File: config.mk
export PLATFORM = sky130hd
export DESIGN_NAME = uart_rx_mon
export DESIGN_NICKNAME = d
export VERILOG_FILES = /design/src/rtl/uart_pkg.sv /design/src/rtl/sync_fifo.sv /design/src/rtl/uart_rx_mon.sv
export SDC_FILE = /design/constraint.sdc
export NUM_CORES = 1
export LEC_CHECK = 0
export BUFFER_PORTS_ARGS = -buffer_cell sky130_fd_sc_hd__buf_2
export CELL_PAD_IN_SITES_DETAIL_PLACEMENT = 1
export CELL_PAD_IN_SITES_GLOBAL_PLACEMENT = 1
export CORE_UTILIZATION = 51
export DETAILED_ROUTE_END_ITERATION = 8
export GPL_TIMING_DRIVEN = 0
export PLACE_DENSITY = 0.76
export SLEW_MARGIN = 20
export SYNTH_ARGS = -nofsm -noshare
export SYNTH_HDL_FRONTEND = slang
export SYNTH_SLANG_ARGS = --single-unit
File: constraint.sdc
create_clock -name clk -period 3.43 [get_ports clk]
set_input_delay 0.1715 -clock clk [delete_from_list [all_inputs] [get_ports clk]]
set_output_delay 0.1715 -clock clk [all_outputs]
set_load 0.05 [all_outputs]
File: src/rtl/uart_pkg.sv
// Shared UART types, parity modes and the parity helper used by the RX monitor
// and any future TX block.
package uart_pkg;

    typedef enum logic [2:0] {
        IDLE,
        START,
        DATA,
        PARITY,
        STOP,
        WAIT_IDLE
    } uart_rx_state_t;

    localparam int PARITY_NONE = 0;
    localparam int PARITY_ODD  = 1;
    localparam int PARITY_EVEN = 2;

    // Expected parity bit for up to 9 data bits; unused upper bits must be zero.
    function automatic logic uart_parity(input logic [8:0] data, input int mode);
        logic p;
        case (mode)
            PARITY_ODD:  p = ~^data;
            PARITY_EVEN: p = ^data;
            default:     p = 1'b0;
        endcase
        return p;
    endfunction

endpackage

File: src/rtl/sync_fifo.sv
// Synchronous FIFO with a registered head word (first-word-fall-through).
// A push into a full FIFO is accepted only when a pop happens in the same cycle.
module sync_fifo #(
    parameter int WIDTH = 8,
    parameter int DEPTH = 16
) (
    input  logic                       clk,
    input  logic                       rst,
    input  logic                       push,
    input  logic [WIDTH-1:0]           wdata,
    input  logic                       pop,
    output logic [WIDTH-1:0]           rdata,
    output logic                       full,
    output logic                       empty,
    output logic [$clog2(DEPTH):0]     count
);

    localparam int AW = $clog2(DEPTH);
    localparam int CW = AW + 1;

    logic [WIDTH-1:0] mem [DEPTH];
    logic [AW-1:0]    rd_ptr;
    logic [AW-1:0]    wr_ptr;
    logic [AW-1:0]    rd_nxt;
    logic             pop_ok;
    logic             push_ok;

    assign full    = (count == CW'(DEPTH));
    assign empty   = (count == '0);
    assign pop_ok  = pop && !empty;
    assign push_ok = push && (!full || pop_ok);
    assign rd_nxt  = rd_ptr + 1'b1;

    always_ff @(posedge clk) begin
        if (push_ok) begin
            mem[wr_ptr] <= wdata;
        end
    end

    always_ff @(posedge clk) begin
        if (!rst) begin
            rd_ptr <= '0;
            wr_ptr <= '0;
            count  <= '0;
            rdata  <= '0;
        end else begin
            if (push_ok) begin
                wr_ptr <= wr_ptr + 1'b1;
            end
            if (pop_ok) begin
                rd_ptr <= rd_nxt;
            end
            case ({push_ok, pop_ok})
                2'b10:   count <= count + 1'b1;
                2'b01:   count <= count - 1'b1;
                default: count <= count;
            endcase
            // The head register follows the oldest entry; it holds when the FIFO drains.
            if (pop_ok) begin
                if (count > CW'(1)) begin
                    rdata <= mem[rd_nxt];
                end else if (push_ok) begin
                    rdata <= wdata;
                end
            end else if (empty && push_ok) begin
                rdata <= wdata;
            end
        end
    end

endmodule

File: src/rtl/uart_rx_mon.sv
// Oversampling UART receiver with mid-bit sampling, parity and stop-bit checks,
// sticky line-error flags and a receive FIFO.
module uart_rx_mon
    import uart_pkg::*;
#(
    parameter int CLK_DIV     = 868,
    parameter int DATA_BITS   = 8,
    parameter int PARITY_MODE = 0,
    parameter int STOP_BITS   = 1,
    parameter int FIFO_DEPTH  = 16,
    parameter int SYNC_STAGES = 2
) (
    input  logic                          clk,
    input  logic                          rst,
    input  logic                          rxd,
    output logic [DATA_BITS-1:0]          rdata,
    output logic                          rvalid,
    input  logic                          rready,
    output logic [$clog2(FIFO_DEPTH):0]   fifo_count,
    output logic                          busy,
    output logic                          frame_err,
    output logic                          parity_err,
    output logic                          overflow,
    input  logic                          err_clr,
    output uart_rx_state_t                dbg_state
);

    // Read side: a byte is consumed on every cycle where rvalid && rready;
    // rdata is stable while rvalid is high and not popped.

    localparam int CNT_W = $clog2(CLK_DIV);
    localparam int IDX_W = $clog2(DATA_BITS);
    localparam logic [CNT_W-1:0] HALF_LOAD = CNT_W'(CLK_DIV / 2 - 1);
    localparam logic [CNT_W-1:0] FULL_LOAD = CNT_W'(CLK_DIV - 1);
    localparam logic [IDX_W-1:0] LAST_IDX  = IDX_W'(DATA_BITS - 1);
    localparam logic             LAST_STOP = 1'(STOP_BITS - 1);

    logic [SYNC_STAGES-1:0] sync_q;
    logic                   rxs;
    logic                   rxs_d;

    uart_rx_state_t         state, state_n;
    logic [CNT_W-1:0]       cnt, cnt_n;
    logic [IDX_W-1:0]       bit_idx, bit_idx_n;
    logic                   stop_idx, stop_idx_n;
    logic [DATA_BITS-1:0]   shreg, shreg_n;
    logic                   par_bad, par_bad_n;
    logic                   push;
    logic                   set_ferr;
    logic                   set_perr;
    logic                   set_ovf;
    logic                   fifo_full;
    logic                   fifo_empty;
    logic                   pop;

    assign rxs = sync_q[SYNC_STAGES-1];

    always_ff @(posedge clk) begin
        if (!rst) begin
            sync_q <= '1;
            rxs_d  <= 1'b1;
        end else begin
            sync_q <= {sync_q[SYNC_STAGES-2:0], rxd};
            rxs_d  <= rxs;
        end
    end

    always_ff @(posedge clk) begin
        if (!rst) begin
            state    <= IDLE;
            cnt      <= '0;
            bit_idx  <= '0;
            stop_idx <= 1'b0;
            shreg    <= '0;
            par_bad  <= 1'b0;
        end else begin
            state    <= state_n;
            cnt      <= cnt_n;
            bit_idx  <= bit_idx_n;
            stop_idx <= stop_idx_n;
            shreg    <= shreg_n;
            par_bad  <= par_bad_n;
        end
    end

    always_comb begin
        state_n    = state;
        cnt_n      = cnt;
        bit_idx_n  = bit_idx;
        stop_idx_n = stop_idx;
        shreg_n    = shreg;
        par_bad_n  = par_bad;
        push       = 1'b0;
        set_ferr   = 1'b0;
        set_perr   = 1'b0;
        case (state)
            IDLE: begin
                if (rxs_d && !rxs) begin
                    state_n = START;
                    cnt_n   = HALF_LOAD;
                end
            end
            START: begin
                if (cnt == '0) begin
                    // A start bit that is high again at its centre is a glitch.
                    if (!rxs) begin
                        state_n   = DATA;
                        cnt_n     = FULL_LOAD;
                        bit_idx_n = '0;
                        par_bad_n = 1'b0;
                    end else begin
                        state_n = IDLE;
                    end
                end else begin
                    cnt_n = cnt - 1'b1;
                end
            end
            DATA: begin
                if (cnt == '0) begin
                    shreg_n[bit_idx] = rxs;
                    cnt_n            = FULL_LOAD;
                    if (bit_idx == LAST_IDX) begin
                        stop_idx_n = 1'b0;
                        state_n    = (PARITY_MODE != PARITY_NONE) ? PARITY : STOP;
                    end else begin
                        bit_idx_n = bit_idx + 1'b1;
                    end
                end else begin
                    cnt_n = cnt - 1'b1;
                end
            end
            PARITY: begin
                if (cnt == '0) begin
                    par_bad_n = (rxs != uart_parity(9'(shreg), PARITY_MODE));
                    cnt_n     = FULL_LOAD;
                    state_n   = STOP;
                end else begin
                    cnt_n = cnt - 1'b1;
                end
            end
            STOP: begin
                if (cnt == '0) begin
                    if (!rxs) begin
                        set_ferr = 1'b1;
                        state_n  = WAIT_IDLE;
                    end else if (stop_idx == LAST_STOP) begin
                        set_perr = par_bad;
                        push     = !par_bad;
                        state_n  = IDLE;
                    end else begin
                        stop_idx_n = stop_idx + 1'b1;
                        cnt_n      = FULL_LOAD;
                    end
                end else begin
                    cnt_n = cnt - 1'b1;
                end
            end
            WAIT_IDLE: begin
                // Hold off until the line is released so a break cannot start a frame.
                if (rxs) begin
                    state_n = IDLE;
                end
            end
            default: begin
                state_n = IDLE;
            end
        endcase
    end

    assign pop     = rvalid && rready;
    assign set_ovf = push && fifo_full && !pop;

    always_ff @(posedge clk) begin
        if (!rst) begin
            frame_err  <= 1'b0;
            parity_err <= 1'b0;
            overflow   <= 1'b0;
        end else begin
            frame_err  <= set_ferr ? 1'b1 : (err_clr ? 1'b0 : frame_err);
            parity_err <= set_perr ? 1'b1 : (err_clr ? 1'b0 : parity_err);
            overflow   <= set_ovf  ? 1'b1 : (err_clr ? 1'b0 : overflow);
        end
    end

    sync_fifo #(
        .WIDTH (DATA_BITS),
        .DEPTH (FIFO_DEPTH)
    ) u_fifo (
        .clk   (clk),
        .rst   (rst),
        .push  (push),
        .wdata (shreg),
        .pop   (pop),
        .rdata (rdata),
        .full  (fifo_full),
        .empty (fifo_empty),
        .count (fifo_count)
    );

    assign rvalid    = !fifo_empty;
    assign busy      = (state != IDLE);
    assign dbg_state = state;

endmodule

==> results of run 1 <==
[registers in the layout, summed over array words and instances (netlist names)]
name           count
parity_err         1
shreg              8
u_fifo.wr_ptr      4
overflow           1
frame_err          1
u_fifo.rd_ptr      4
bit_idx            3
rxs_d              1
sync_q             2
par_bad            1
cnt               10
u_fifo.rdata       8
u_fifo.count       5
u_fifo.mem       128
dbg_state          3
[worst max-delay path: cells and delay by family, from the launching register on]
kind          cells  cell delay, ps
flops             1             320
simple gates      5            2190
buf+inv           1             110
fa+ha+maj         1             160
[worst min path at each step]
stage	from	endpoint	slack, ps	depth (start not counted)
2_1_floorplan	rst	rxs_d	240	1
3_3_place_gp	rxd	sync_q[0]	350	2
3_5_place_dp	rxd	sync_q[0]	360	2
4_1_cts	err_clr	overflow	60	4
5_1_grt	err_clr	overflow	100	4
6_report	err_clr	overflow	80	4
[report_power, final]
group / switching [mW] / internal, mW / total (mW) / leakage (nW)
Sequential: 0.0516 / 2.34 / 2.39 / 1.61
Combinational: 0.729 / 0.432 / 1.16 / 1.05
Clock: 0.915 / 1.04 / 1.95 / 0.293
[routing by layer]
metal  vias up  part of all wire (%)  global-route usage (%)
met1      2648                    42                   33.25
met3        29                   4.6                   5.885
met5         -                     0                       0
li1       2285                     -                       -
met2       129                    52                   45.11
met4         0                   1.9                   9.213
[stage by stage]
| stage | area (sq um) | TNS [ps] | total power, mW | hold WS (ps) |
|---|---|---|---|---|
| finish | 8676 | 0 | 5.502 | 77.89 |
| global route | 8676 | 0 | 5.706 | 99.24 |
| CTS | 8631 | 0 | 5.527 | 64.95 |
| detailed placement | 8003 | -790.2 | 3.584 | 361.4 |
| global placement | 7983 | -5271 | 3.546 | 352.2 |
| floorplan | 7627 | 0 | 3.268 | 240.9 |
[synth_stat cells, drive strengths merged (4+ instances only)]
master,instances,area (sq um)
or4b,4,40.04
a311oi,10,87.58
edfxtp,128,3844
mux2i,26,260.3
nand2,70,262.8
a2bb2oi,7,61.31
nand3,22,115.1
o21ai,13,68.82
dfxtp,52,1041
xnor2,6,52.55
clkbuf,14,52.55
inv,14,52.55
a21oi,27,135.1
a22oi,4,30.03
nor2,50,190.2
nand4,8,50.05
buf,13,62.56
nand4b,4,35.03
xor2,6,60.06
ha,14,175.2
nor3,10,50.05
or3,6,42.54
mux4,18,405.4
a32oi,9,78.83
nand2b,8,50.05
[logic make-up (layout without fill, tap and decap cells)]
group                      count (synthesis)  after routing  synth area share (%)
xor gates and xnor gates                  12             12                 1.476
DFF                                      180            180                 64.04
and+or+nand+nor                          205            205                 13.48
muxes                                     44             44                 8.727
AOI/OAI and AO/OA                         85             85                 7.776
adders and majority gates                 14             14                 2.297
buffers and inverters                     41            101                 2.198
[placed cells by master, fill, tap and decap left out, types with 3 or more instances in the layout]
cell type,instances
clkbuf_1,14
nand2_1,70
a21oi_1,27
and4b_1,3
o21ai_0,12
dfxtp_1,52
mux2i_1,26
mux4_2,18
a2bb2oi_1,7
nor3_1,6
a311oi_1,10
nor2_2,12
a22oi_1,4
nor2_1,37
nand4b_1,4
and3_1,3
xnor2_1,6
clkbuf_16,17
inv_8,5
nand4_1,8
nand2b_1,8
nor3_4,3
or3_1,5
nand3_1,21
a32oi_1,9
xor2_1,5
and2_1,3
buf_2,33
buf_1,4
edfxtp_1,128
dlygate4sd3_1,3
ha_1,14
nand3b_1,3
inv_1,14
inv_6,5
[final cells by class]
type,count,area share (%)
well taps,184,2.654
clock buffers,17,4.903
inverters,14,0.6057
plain buffers,27,1.327
clock inverters,15,1.817
multi-input cells,360,30.60
flip-flops and latches,180,56.30
repair buffers,28,1.788
[timing repair]
item                                    in CTS  in global routing
endpoints found under the hold margin        3                  0
hold buffers                                 3                  0
resized for setup                            6                 11
endpoints found under the setup margin      40                113
==> results.json, run 1 <==
{
  "fmax_mhz": 317.5,
  "syn_nets": 600,
  "finalClockSkew_ps": 10.84,
  "worstSetupEndpointType": "register",
  "wl_per_cell_microns": 23.53,
  "post-dp-hpwl_microns": 13020,
  "via_count": 5091,
  "synth_seq_cells": 180,
  "grt_max_degree": 19,
  "gp_congestion": 0.8243,
  "die_y_microns": 124.3,
  "start_util_pct": 52.28,
  "drtPass1Iterations": 4,
  "postCtsSetupBuffers": 0,
  "slowest_stage": "nor2_2",
  "hold_class": "in -> reg",
  "num_rows": 44,
  "gr-total-overflow": 0,
  "ys.flop_type": "edfxtp_1",
  "ios": 26,
  "fin_cells": 825,
  "endpoint": "u_fifo.mem[10][5]",
  "cts_root_buf": "clkbuf_16",
  "die_x_microns": 124.3,
  "fin_ws_ps": 280.4,
  "final_core_util_pct": 59.47,
  "ant_nets": 0,
  "grt_pass1_vias": 5383,
  "cp-startpoint": "cnt[0]",
  "cts-htree-levels": 4,
  "final-setup-viol-count": 0,
  "netlist_instances": 581,
  "synthArstFlopShare_pct": 0,
  "arrival_ps": 3220,
  "cts.clk_slew.worst_paths_ps": 70,
  "relSlewSlack_pct": 45.78,
  "cts_buffers": 17,
  "drt_wl_total_microns": 19410,
  "core_sq_um": 14590,
  "antenna_cells": 0,
  "multi_input_area_sq_um": 2655,
  "seq_area_sq_um": 4885,
  "synth.distinct_cells": 59,
  "crit_chain": "inv_1 -> ha_1 -> nor3b_1 -> nand3_2 -> nor3b_4 -> nand2_1 -> nor2_2",
  "clock_path_buffers": 2,
  "power.leakage_nw": 2.950,
  "crit_type": "reg -> reg",
  "yosysSeqAreaShare_pct": 64.04,
  "worst_slew_pin_slew_ps": 812.2,
  "clkLatencyLatePin_ps": 440,
  "syn_area_per_cell_sq_um": 13.13,
  "synth_edf_count": 128,
  "antenna_found_initial": 0,
  "dp_cells": 790,
  "critPathMaxStageDelay_ps": 530,
  "die_area_sq_um": 15450,
  "yosys_warnings": 0,
  "clkSinkCount": 180,
  "nets": 647,
  "r2r_cells": 7,
  "start_kind": "register",
  "reg2reg_from": "cnt[0]",
  "maxCapViolCount": 0,
  "drc": 0,
  "rsz0062_at_grt": "no",
  "required_ps": 3500,
  "drv_slew": 0,
  "port_buffers": 25,
  "cts_tree": "done",
  "synthesis.area_sq_um": 7627,
  "powerDensity_nw_per_um2": 634.2,
  "drtIter0Drc": 312,
  "syn_to_final_growth_pct": 13.75,
  "timing.rr.end": "u_fifo.mem[10][5]",
  "ff2ff_setup_slack_ps": 280,
  "run_status": "complete, no violations",
  "nFillCells": 1430,
  "final_layout_size_suffix_gt1_share_pct": 17.63,
  "pre_cts_ws_ps": -66.71,
  "ir_worst_vdd_uv": 478.4,
  "finalCriticalPeriod_ps": 3150,
  "crit_fanout": 9,
  "grt_first_pass_wirelength_microns": 30450,
  "vias_per_cell": 6.171,
  "track_usage_pct": 26.47,
  "hold_violations": 0,
  "fin_crit_sh_pct": 91.82
}
(Power assumes the default switching activity.)
==> inputs of run 2 (changes only) <==
--- a/config.mk
+++ b/config.mk
@@ -15,4 +15,5 @@
 export SLEW_MARGIN = 20
 export SYNTH_ARGS = -nofsm -noshare
 export SYNTH_HDL_FRONTEND = slang
+export SYNTH_HIERARCHICAL = 1
 export SYNTH_SLANG_ARGS = --single-unit
==> results.json, run 2 <==
{
  "finalCriticalPeriod_ps": 3346,
  "powerDensity_nw_per_um2": 537.1,
  "syn_to_final_growth_pct": 12.39,
  "netSwitchingFraction_pct": 25.92,
  "cts_buffers": 17,
  "hold_class": "in -> reg",
  "min-delay-start": "rst",
  "top_regs": "u_fifo/mem (128), cnt (10)",
  "gp_congestion": 0.8203,
  "fin_crit_sh_pct": 97.55,
  "power_switching_mw": 1.234,
  "synth_seq_cells": 180,
  "drt_wl_total_microns": 19930,
  "layout_commonest_cell": "edfxtp_1",
  "power_mw": 4.762,
  "synthArstFlopShare_pct": 0,
  "combPwrFrac_pct": 11.6,
  "min_to": "u_fifo/rdata[7]",
  "fin_cells": 850,
  "grt_pass1_vias": 5358,
  "start_kind": "register",
  "grt_first_pass_wirelength_microns": 30680,
  "drtIter0Drc": 485,
  "hold_violations": 0,
  "yosysSeqAreaShare_pct": 61.92,
  "crit_fanout": 9,
  "p_int_mw": 3.528,
  "num_rows": 45,
  "synth_commonest_cells": "128 x edfxtp_1, 52 x dfxtp_1, 49 x a21oi_1",
  "run_status": "complete, no violations",
  "required_ps": 3490,
  "rsz0062_at_grt": "yes",
  "synth_edf_count": 128,
  "largest_reg_flops": 128,
  "worstHoldPathCells": 3,
  "final_core_util_pct": 58.54,
  "clkPwrFrac_pct": 38.3,
  "cts_tree": "done",
  "cts_root_buf": "clkbuf_16",
  "drc": 0,
  "port_buffers": 25,
  "tns_ps": 0,
  "antenna_cells": 0,
  "ys.flop_type": "edfxtp_1",
  "final-setup-viol-count": 0,
  "cts.clk_slew.worst_paths_ps": 60,
  "syn_area_per_cell_sq_um": 13.06,
  "antenna_found_initial": 0,
  "cts-htree-levels": 4,
  "nFillCells": 1486,
  "regMostFlops": "u_fifo/mem",
  "synth.distinct_cells": 68,
  "clkLatencyLatePin_ps": 430,
  "die_y_microns": 126.4,
  "clock_path_buffers": 2,
  "r2r_cells": 8,
  "nets": 667,
  "syn_nets": 622,
  "layout_common_cells": "128 x edfxtp_1, 52 x dfxtp_1, 49 x a21oi_1",
  "vias_per_cell": 6.178,
  "synth_top_area_cell": "edfxtp_1",
  "worst_slew_pin_slew_ps": 983.2,
  "synth.most_common_cell": "edfxtp_1",
  "wl_per_cell_microns": 23.45,
  "drtPass1Iterations": 4,
  "fmax_mhz": 298.9,
  "post-dp-hpwl_microns": 13170,
  "start_util_pct": 52.09,
  "crit_type": "reg -> reg",
  "postCtsSetupBuffers": 0,
  "final_layout_size_suffix_gt1_share_pct": 18.43,
  "ys_top_cells_by_area": "edfxtp_1 49%, dfxtp_1 13%, mux4_2 4.6%",
  "die_x_microns": 126.4,
  "netlist_instances": 604,
  "reg2reg_from": "cnt[8]",
  "gr-total-overflow": 0,
  "dp_cells": 817,
  "relSlewSlack_pct": 34.45,
  "grt_max_degree": 19,
  "timing.rr.end": "u_fifo/mem[12][7]",
  "finalClockSkew_ps": 8.906,
  "track_usage_pct": 26.12,
  "via_count": 5251,
  "yosys_warnings": 6,
  "ir_worst_vdd_uv": 430.9,
  "seq_area_sq_um": 4885,
  "drv_slew": 0,
  "ant_nets": 0,
  "clkSinkCount": 180,
  "synthesis.area_sq_um": 7889,
  "power.share.sequential_pct": 50.1,
  "synth_top_area_share_pct": 48.72,
  "multi_input_area_sq_um": 2816,
  "worstSetupEndpointType": "register",
  "core_sq_um": 15150,
  "maxCapViolCount": 0,
  "ios": 26,
  "ff2ff_setup_slack_ps": 80,
  "die_area_sq_um": 15970,
  "arrival_ps": 3400,
  "power.leakage_nw": 3.166
}
run 2: cell count changes in the layout (fill, tap and decap cells not counted), sizes merged, moves of 10 or more:
cell    delta
nor2b     +10
buf       +10
a211oi    +16
a22oi     +11
a311oi    -10
nand3     -14
a21oi     +22
nand2     -25
nor3      +10
run 2: layout make-up:
class	count	share of cell area, %
buffer	37	2.145
sequential	180	55.09
clock inverter	12	1.171
inverter	17	0.7197
tap	188	2.653
multi-input combinational	370	31.77
clock buffer	20	4.925
timing repair buffer	26	1.524
run 2: stage by stage:
| step | worst slack (ps) | instance area [sq um] | hold slack, ps |
|---|---|---|---|
| 2_1_floorplan | 406.4 | 7889 | 273.0 |
| 3_3_place_gp | -179.6 | 8249 | 378.8 |
| 3_5_place_dp | 151.1 | 8269 | 391.9 |
| 4_1_cts | 89.47 | 8820 | 14.08 |
| 5_1_grt | -85.45 | 8866 | 33.17 |
| 6_report | 84.15 | 8866 | 22.17 |
run 2: cell families (layout without fill, tap and decap cells):
family | count (synthesis) | in the layout | share of synthesized area [%]
buffers and inverters | 54 | 112 | 3.219
AO/OA/AOI/OAI | 125 | 125 | 10.83
XOR/XNOR | 12 | 12 | 1.427
adder cells (fa/ha/maj) | 13 | 13 | 2.062
flip-flops | 180 | 180 | 61.92
multiplexers | 50 | 50 | 8.882
AND/OR/NAND/NOR | 170 | 170 | 11.66
run 2: power groups by stage:
stage                     Clock, mW  Sequential [mW]  Combinational, mW
after floorplan                   0             2.44              0.404
after global placement            0             2.43              0.517
after detailed placement          0             2.43              0.540
after CTS                      1.83             2.39              0.544
after global routing           1.91             2.39              0.607
final                          1.82             2.39              0.552
run 2: metal layers:
metal,wire length [microns],global-route usage [%],vias up,share of wire [%]
li1,-,-,2379,-
met1,8569,33.47,2707,43
met2,10220,44.85,141,51
met3,812,4.471,24,4.1
met4,327,9.426,0,1.6
met5,0,0,-,0
run 2: what timing repair did:
item                       4_1_cts  5_1_grt
setup endpoints to repair        0      120
hold endpoints to repair         1        0
hold buffers                     1        0
gates resized for setup          0       14
run 2: how the worst max path moves through the flow:
| stage | end | cells after the start | slack [ps] | startpoint |
|---|---|---|---|---|
| 6_report | u_fifo/mem[12][7] | 8 | 80 | cnt[8] |
| 5_1_grt | u_fifo/mem[0][4] | 8 | -90 | cnt[3] |
| 4_1_cts | u_fifo/mem[15][2] | 8 | 90 | cnt[8] |
| 3_5_place_dp | u_fifo/mem[14][4] | 8 | 150 | cnt[3] |
| 3_3_place_gp | u_fifo/mem[3][4] | 8 | -180 | cnt[8] |
| 2_1_floorplan | u_fifo/mem[3][0] | 8 | 410 | dbg_state[1] |
run 2: worst max-delay path, stage by stage (launching register included):
cell	delay, ps
dfxtp_1	340
nor3_2	370
nand4_4	210
nor4_1	410
clkbuf_1	360
o21a_1	170
buf_2	200
nand2_1	210
nor2_1	700
==> inputs of run 3 (changes only) <==
--- a/config.mk
+++ b/config.mk
@@ -8,6 +8,7 @@
 export BUFFER_PORTS_ARGS = -buffer_cell sky130_fd_sc_hd__buf_2
 export CELL_PAD_IN_SITES_DETAIL_PLACEMENT = 1
 export CELL_PAD_IN_SITES_GLOBAL_PLACEMENT = 1
+export CORE_MARGIN = 3
 export CORE_UTILIZATION = 51
 export DETAILED_ROUTE_END_ITERATION = 8
 export GPL_TIMING_DRIVEN = 0
==> constraint.sdc (replaced) <==
create_clock -name clk -period 3.35 [get_ports clk]
set_input_delay 0.1675 -clock clk [delete_from_list [all_inputs] [get_ports clk]]
set_output_delay 0.1675 -clock clk [all_outputs]
set_load 0.05 [all_outputs]
==> results.json, run 3 (same netlist as run 2, synthesis figures left out) <==
{
  "cts.clk_slew.worst_paths_ps": 70,
  "die_x_microns": 130.4,
  "slowest_stage": "nor3_2",
  "relSlewSlack_pct": 38.41,
  "cts_root_buf": "clkbuf_16",
  "final_layout_size_suffix_gt1_share_pct": 18.33,
  "tns_ps": -685.3,
  "clkLatencyLatePin_ps": 430,
  "r2r_cells": 8,
  "grt_first_pass_wirelength_microns": 30770,
  "rsz0062_at_grt": "yes",
  "crit_fanout": 9,
  "finalClockSkew_ps": 8.669,
  "start_util_pct": 53.27,
  "arrival_ps": 3470,
  "nFillCells": 1462,
  "clock_path_buffers": 2,
  "die_area_sq_um": 17000,
  "largest_reg_flops": 128,
  "core_sq_um": 14810,
  "violations": "negative setup slack",
  "track_usage_pct": 24.51,
  "powerDensity_nw_per_um2": 547.9,
  "die_y_microns": 130.4,
  "crit_chain": "nor3_2 -> nand4_4 -> nor4_1 -> clkbuf_1 -> o21a_1 -> buf_2 -> nand2_1 -> nor3_2",
  "ios": 26,
  "cts_buffers": 17,
  "pre_cts_ws_ps": -9.940,
  "cts_tree": "done",
  "crit_type": "reg -> reg",
  "critPathBufInv": 2,
  "hold_violations": 0,
  "antenna_found_initial": 0,
  "nets": 667,
  "drt_wl_total_microns": 19730,
  "layout_commonest_cell": "edfxtp_1",
  "finalCriticalPeriod_ps": 3413,
  "drv_slew": 0,
  "power.leakage_nw": 3.176,
  "fmax_mhz": 293.0,
  "postCtsSetupBuffers": 0,
  "gr-total-overflow": 0,
  "cts-htree-levels": 4,
  "cpMostUsedCell": "nor3_2",
  "critPathMaxStageDelay_ps": 750,
  "syn_to_final_growth_pct": 12.12,
  "hold_class": "in -> reg",
  "ant_nets": 0,
  "drtIter0Drc": 427,
  "fin_crit_sh_pct": 101.9,
  "regMostFlops": "u_fifo/mem",
  "drtPass1Iterations": 4,
  "wl_per_cell_microns": 23.38,
  "drc": 0,
  "grt_pass1_vias": 5390,
  "num_rows": 44,
  "maxCapViolCount": 0,
  "gp_congestion": 0.8635,
  "post-dp-hpwl_microns": 13460,
  "antenna_cells": 0,
  "grt_max_degree": 19,
  "clkSinkCount": 180,
  "required_ps": 3400,
  "final-setup-viol-count": 19,
  "worst_slew_pin_slew_ps": 918.8,
  "top_regs": "u_fifo/mem (128), cnt (10)",
  "power_mw": 4.846,
  "vias_per_cell": 6.133,
  "worstSetupEndpointType": "register",
  "crit_cells": 8,
  "layout_common_cells": "128 x edfxtp_1, 52 x dfxtp_1, 49 x a21oi_1",
  "run_status": "finished with violations",
  "ir_worst_vdd_uv": 337.2,
  "critPathTopFamily": "simple AND/OR/NAND/NOR gates",
  "worstHoldPathCells": 3,
  "via_count": 5176,
  "whs_ps": 17.31,
  "start_kind": "register",
  "fin_ws_ps": -62.68,
  "port_buffers": 25
}
[run 3: cell count changes in the layout (fill, tap and decap cells not counted), sizes merged]
cell,before,now
clkbuf,34,32
clkinvlp,3,2
inv,19,20
[run 3: area by class of cell]
type | count | area [sq um] | area share, %
clock inverter | 12 | 106.4 | 1.202
sequential | 180 | 4885 | 55.23
buffer | 37 | 190.2 | 2.150
multi-input combinational | 370 | 2805 | 31.72
inverter | 17 | 63.81 | 0.7215
tap | 184 | 230.2 | 2.603
timing repair buffer | 26 | 135.1 | 1.528
clock buffer | 18 | 429.2 | 4.852
[run 3: power breakdown]
part,total [mW],switching [mW],internal [mW]
logic,0.557,0.363,0.195
registers,2.45,0.0506,2.40
clock network,1.84,0.827,1.02
total,4.85,1.24,3.61
[run 3: tightest hold or removal path: stages]
cell and delay (ps):
buf_2 90, nand2b_1 90, a21oi_1 50
[run 3: path summary, 6_finish.rpt]
kind              startpoint               end  slack (ps)
setup reg to reg      cnt[3]  u_fifo/mem[0][3]         -60
hold reg to reg    sync_q[0]         sync_q[1]         420
hold / removal       err_clr         frame_err          20
setup / recovery      cnt[3]  u_fifo/mem[0][3]         -60
[run 3: through the flow]
stage	util (%)	cells	instance area, sq um
floorplan	-	604	7889
global placement	55.67	813	8244
detailed placement	55.80	813	8264
CTS	59.50	844	8812
global route	59.72	844	8845
finish	59.72	844	8845
[run 3: routing by layer]
metal  wire [microns]  track usage [%]  up-vias
met5                0                0        -
met4              473            8.530        0
met3              750            4.919       31
met2             9967            41.07      123
met1             8539            32.15     2643
li1                 -                -     2379
[run 3: what timing repair did]
item | CTS | global route
resized for setup | 1 | 10
gates cloned | 0 | 0
setup endpoints to repair | 24 | 120
hold buffers | 1 | 0
endpoints found under the hold margin | 1 | 0
